--- config.mk ---
export PLATFORM = sky130hd
export DESIGN_NAME = e9bit_serial_sub
export DESIGN_NICKNAME = d
export VERILOG_FILES = /design/src/rtl/e9bit_serial_sub.sv
export SDC_FILE = /design/constraint.sdc
export NUM_CORES = 1
export LEC_CHECK = 0
export ABC_AREA = 0
export ABC_CLOCK_PERIOD_IN_PS = 1700
export CAP_MARGIN = 25
export CORE_MARGIN = 3
export CORE_UTILIZATION = 52
export DETAILED_ROUTE_END_ITERATION = 12
export PLACE_DENSITY = 0.79
export RECOVER_POWER = 25
export SYNTH_ARGS = -nofsm -noshare
export SYNTH_HDL_FRONTEND = slang
export SYNTH_SLANG_ARGS = --single-unit
--- constraint.sdc ---
create_clock -name clk -period 1.7 [get_ports clk]
set_input_delay 0.34 -clock clk [delete_from_list [all_inputs] [get_ports clk]]
set_output_delay 0.34 -clock clk [all_outputs]
set_load 0.05 [all_outputs]
--- src/rtl/e9bit_serial_sub.sv ---
// Bit-serial WIDTH-bit subtractor (diff = a - b - bin), LSB-first, one full-subtractor slice per clock.
// Optional floor clamp of diff to zero on borrow-out: define E9BIT_SERIAL_SUB_SAT_EN.
module e9bit_serial_sub #(
    parameter int unsigned WIDTH = 9
) (
    input  logic             clk,
    input  logic             rst_n,
    input  logic             start,
    input  logic [WIDTH-1:0] a,
    input  logic [WIDTH-1:0] b,
    input  logic             bin,
    output logic             busy,
    output logic             done,
    output logic [WIDTH-1:0] diff,
    output logic             bout
);

    localparam int unsigned CW = $clog2(WIDTH + 1);

    typedef enum logic [1:0] {IDLE, SHIFT, DONE} state_t;

    state_t           state_q, state_d;
    logic [WIDTH-1:0] a_q, a_d;
    logic [WIDTH-1:0] b_q, b_d;
    logic [WIDTH-1:0] res_q, res_d;
    logic             br_q, br_d;
    logic [CW-1:0]    cnt_q, cnt_d;
    logic [WIDTH-1:0] diff_q, diff_d;
    logic             bout_q, bout_d;

    logic             d_bit;
    logic             br_nxt;

    assign d_bit  = a_q[0] ^ b_q[0] ^ br_q;
    assign br_nxt = (~a_q[0] & b_q[0]) | (~(a_q[0] ^ b_q[0]) & br_q);

    always_ff @(posedge clk or negedge rst_n) begin
        if (!rst_n) begin
            state_q <= IDLE;
            a_q     <= '0;
            b_q     <= '0;
            res_q   <= '0;
            br_q    <= 1'b0;
            cnt_q   <= '0;
            diff_q  <= '0;
            bout_q  <= 1'b0;
        end else begin
            state_q <= state_d;
            a_q     <= a_d;
            b_q     <= b_d;
            res_q   <= res_d;
            br_q    <= br_d;
            cnt_q   <= cnt_d;
            diff_q  <= diff_d;
            bout_q  <= bout_d;
        end
    end

    always_comb begin
        state_d = state_q;
        a_d     = a_q;
        b_d     = b_q;
        res_d   = res_q;
        br_d    = br_q;
        cnt_d   = cnt_q;
        diff_d  = diff_q;
        bout_d  = bout_q;

        unique case (state_q)
            IDLE: begin
                if (start) begin
                    a_d     = a;
                    b_d     = b;
                    br_d    = bin;
                    res_d   = '0;
                    cnt_d   = '0;
                    state_d = SHIFT;
                end
            end
            SHIFT: begin
                a_d   = a_q >> 1;
                b_d   = b_q >> 1;
                res_d = {d_bit, res_q[WIDTH-1:1]};
                br_d  = br_nxt;
                cnt_d = cnt_q + CW'(1);
                if (cnt_q == CW'(WIDTH - 1)) begin
                    // Result is published from the shift-in value so diff never shows a partial word.
                    state_d = DONE;
                    bout_d  = br_nxt;
`ifdef E9BIT_SERIAL_SUB_SAT_EN
                    diff_d  = br_nxt ? '0 : res_d;
`else
                    diff_d  = res_d;
`endif
                end
            end
            DONE: begin
                state_d = IDLE;
            end
            default: begin
                state_d = IDLE;
            end
        endcase
    end

    assign busy = (state_q != IDLE);
    assign done = (state_q == DONE);
    assign diff = diff_q;
    assign bout = bout_q;

endmodule

==> Implementation_results.wiki <==
{| class="wikitable"
! Metric !! Value
|-
| Result of the run || finished clean
|-
| Detailed-route wire length on metal 1 || 1.93 mm
|-
| H-Tree Level Count || 2
|-
| Async S/R FF share, synth || 100%
|-
| Die width || 67.7 um
|-
| Largest net degree at the start of global routing || 26
|-
| Power spent charging and discharging nets || 1.94 mW
|-
| Number of global-route vias before repair || 1565
|-
| Number of antenna violations at the first check in global routing || 0
|-
| Crit Path Class || register to output pin
|-
| Site row count || 21
|-
| Deepest clock path buffer count || 2
|-
| Number of buffers created by CTS || 5
|-
| Largest area contributor in the netlist || dfrtp_1
|-
| Fin worst setup slack || just over 0.09 ns
|-
| Final non-filler cell area || 2590 sq um
|-
| Die area || 4590 sq um
|-
| Path class of the lowest-slack min-delay path || register to register
|-
| Post-layout minimum cycle time || about 1.6 ns
|-
| Total negative slack for setup checks || 0 ns
|-
| CTS sink count || 43
|-
| Post-synthesis register bit count || 43
|-
| Switching share of total power || 39.4%
|-
| First-pass detailed-route iteration total || 4
|-
| Count of flip-flops with a built-in enable after synthesis || 0
|-
| Proportion of power drawn by combinational gates || between 40% and 50%
|-
| Kind of end point of the critical path || output pin
|-
| Crit start category || register
|-
| Worst slack at placement || roughly 0.12 ns
|-
| Final hold violation count || 0
|-
| Routed via count divided by cell count || 5.68
|-
| Number of fill cells || 231
|-
| Synthesized instance count || about 180
|-
| Synth unique cells || 26
|-
| Leakage power || 1.16 nW
|-
| CP arrival || 1.27 ns
|-
| Half-perimeter wire length after detailed placement || roughly 3.0 mm
|-
| Slew of the pin with the lowest slew margin || 1.14 ns
|-
| Final-report setup violation count || 0
|-
| Share of the yosys chip area belonging to registers || ~54%
|-
| Sequential cell fraction of total power || between 30% and 40%
|-
| Number of vias in the routed layout || 1528
|-
| Total Nets Final || 247
|-
| Gp weighted congestion || approximately 0.76
|-
| Highest achievable clock rate || slightly above 600 MHz
|-
| Summed instance area of the synthesized netlist || 1980 sq um
|-
| Post-route non-filler standard cell count || 269
|-
| Total routing resource utilization after global routing || 22.5%
|-
| Detail-routed net length per standard cell || 16.9 um
|-
| Most numerous cell in the Yosys netlist || dfrtp_1
|-
| Number of placed I/O pins || 34
|-
| Data required time of the critical path || 1.36 ns
|-
| Cell at the root of the clock tree || clkbuf_8
|-
| Total instance count after detailed placement || 253
|-
| Sum of overflow across all layers after global routing || 0
|-
| Clock transition at the registers of the reported paths || 0.08 ns
|-
| Die height || 67.7 um
|-
| Max_slew headroom || 24.1%
|-
| Leading register cell type out of synthesis || dfrtp_1
|-
| Area growth from synthesis to layout || 31.0%
|-
| # port buffers || 33
|-
| Remaining number of nets flagged by the antenna check after routing || 0
|-
| Share of the synthesized area in the top cell type || 54.3%
|-
| Starting density of the core || 56.7%
|-
| Clock network power share || 14.7%
|-
| RSZ-0062 raised after global routing || no
|-
| Sum of met2 wire segment lengths after detailed routing || 2.27 mm
|-
| Pwr dens || 1900 nW/um^2
|-
| Ranking of synthesized cells by instance count || 43 x dfrtp_1, 19 x nor2b_1, 19 x o21ai_0
|-
| Final max-slew violation count || 0
|-
| Drt first-iter violations || 85
|-
| Post-Synthesis Mean Instance Area || 11.1 sq um
|-
| P_int || 2.98 mW
|-
| Post-Route Skew || 0.00745 ns
|-
| Synthesized netlist net count || 203
|-
| Global-route wire length before repair || 7.44 mm
|-
| Max layer used || met4
|-
| TritonCTS clock tree || built
|-
| Top cells by area in the synthesized netlist || dfrtp_1 54%, a22oi_1 6.1%, nor2b_1 6.0%
|-
| # DRC || 0
|-
| Critical-path maximum fanout || 3
|-
| Number of synthesis warnings || 0
|-
| Period Utilization, post-route || a little over nine tenths
|-
| Fraction of final layout cells sized beyond drive strength 1 || between 20% and 30%
|-
| Met3 routed WL || between 200 and 300 um
|-
| Worst voltage drop across the vdd grid || 1.18 mV
|-
| Max-cap viol count || 0
|-
| Minimum hold slack || 0.510 ns
|-
| Placed cell areas || 2380 sq um
|-
| Core Box Area || ~3500 sq um
|-
| Wire length reported by the detailed router || 4.53 mm
|-
| Number of antenna cells inserted || 0
|-
| Clock Latency Late Sink || 0.30 ns
|}
-- area by class of cell --
type	count	area (sq um)	area share, %
tap	46	57.6	2.22
clock inverter	1	7.51	0.289
inverter	5	18.8	0.724
multi-input combinational	116	815	31.4
clock buffer	7	96.3	3.71
sequential	43	1080	41.5
timing repair buffer	51	523	20.2
-- through the flow --
step / total power [mW] / utilization, %
2_1_floorplan: 3.27 / -
4_1_cts: 4.92 / 73.9
3_5_place_dp: 3.96 / 68.2
3_3_place_gp: 3.87 / 68.2
5_1_grt: 5.22 / 74.2
6_report: 4.92 / 74.2
-- metal layers --
| metal | track usage (%) | up-vias |
|---|---|---|
| met5 | 0 | - |
| met4 | 10.9 | 0 |
| met3 | 6.32 | 9 |
| met2 | 35.2 | 50 |
| met1 | 28.8 | 749 |
| li1 | - | 720 |
-- power by group through the flow --
stage / clock network, mW / registers [mW] / logic, mW
2_1_floorplan: 0 / 2.10 / 1.16
3_3_place_gp: 0 / 1.79 / 2.08
3_5_place_dp: 0 / 1.81 / 2.15
4_1_cts: 0.738 / 1.80 / 2.38
5_1_grt: 0.781 / 1.87 / 2.57
6_report: 0.724 / 1.81 / 2.38
-- critical path, cell delays in order (launching register included) --
cell and delay [ns]:
dfrtp_1 0.43, buf_12 0.14, or2_4 0.24, buf_12 0.15
-- path summary, 6_finish.rpt --
| path | start | endpoint | slack [ns] | cells after the start |
|---|---|---|---|---|
| min in group asynchronous | rst_n | a_q[3] | 0.77 | 2 |
| worst max-delay path | state_q[0] | busy | 0.09 | 3 |
| worst max register to register | state_q[0] | diff[3] | 0.10 | 6 |
| worst min register to register | res_q[1] | res_q[1] | 0.51 | 1 |
| max in group asynchronous | rst_n | diff[8] | 0.22 | 3 |
| worst min-delay path | res_q[1] | res_q[1] | 0.51 | 1 |
-- logic make-up after synthesis --
kind of cell             synth area share, %
adder cells (fa/ha/maj)                 2.27
buffers and inverters                   4.80
flip-flops                              54.3
AND/OR/NAND/NOR                         10.6
AO/OA/AOI/OAI                           21.8
multiplexers                            6.19
-- cell usage in the layout, fill, tap and decap left out, types with 7 or more instances in the layout --
cell | Yosys | routed
clkdlybuf4s50_1 | 0 | 20
mux2_2 | 10 | 10
a22o_1 | 10 | 10
buf_4 | 3 | 22
clkbuf_8 | 0 | 7
dfrtp_1 | 43 | 43
a21oi_1 | 18 | 18
o21ai_0 | 19 | 19
nor2b_1 | 19 | 18
a22oi_1 | 16 | 16
-- flip-flops by register name, summed over array words and instances, names as in the netlist --
signal	count
b_q	9
br_q	1
a_q	9
diff	9
state_q	2
bout	1
cnt_q	4
res_q	8
-- what timing repair did --
action / 4_1_cts / 5_1_grt
setup buffers: 5 / 1
hold buffers: 1 / 0
pin swaps: 0 / 0
setup endpoints to repair: 1 / 1
gates resized for setup: 4 / 2
cloned: 1 / 0
endpoints found under the hold margin: 18 / 0
(Power assumes the default switching activity.)
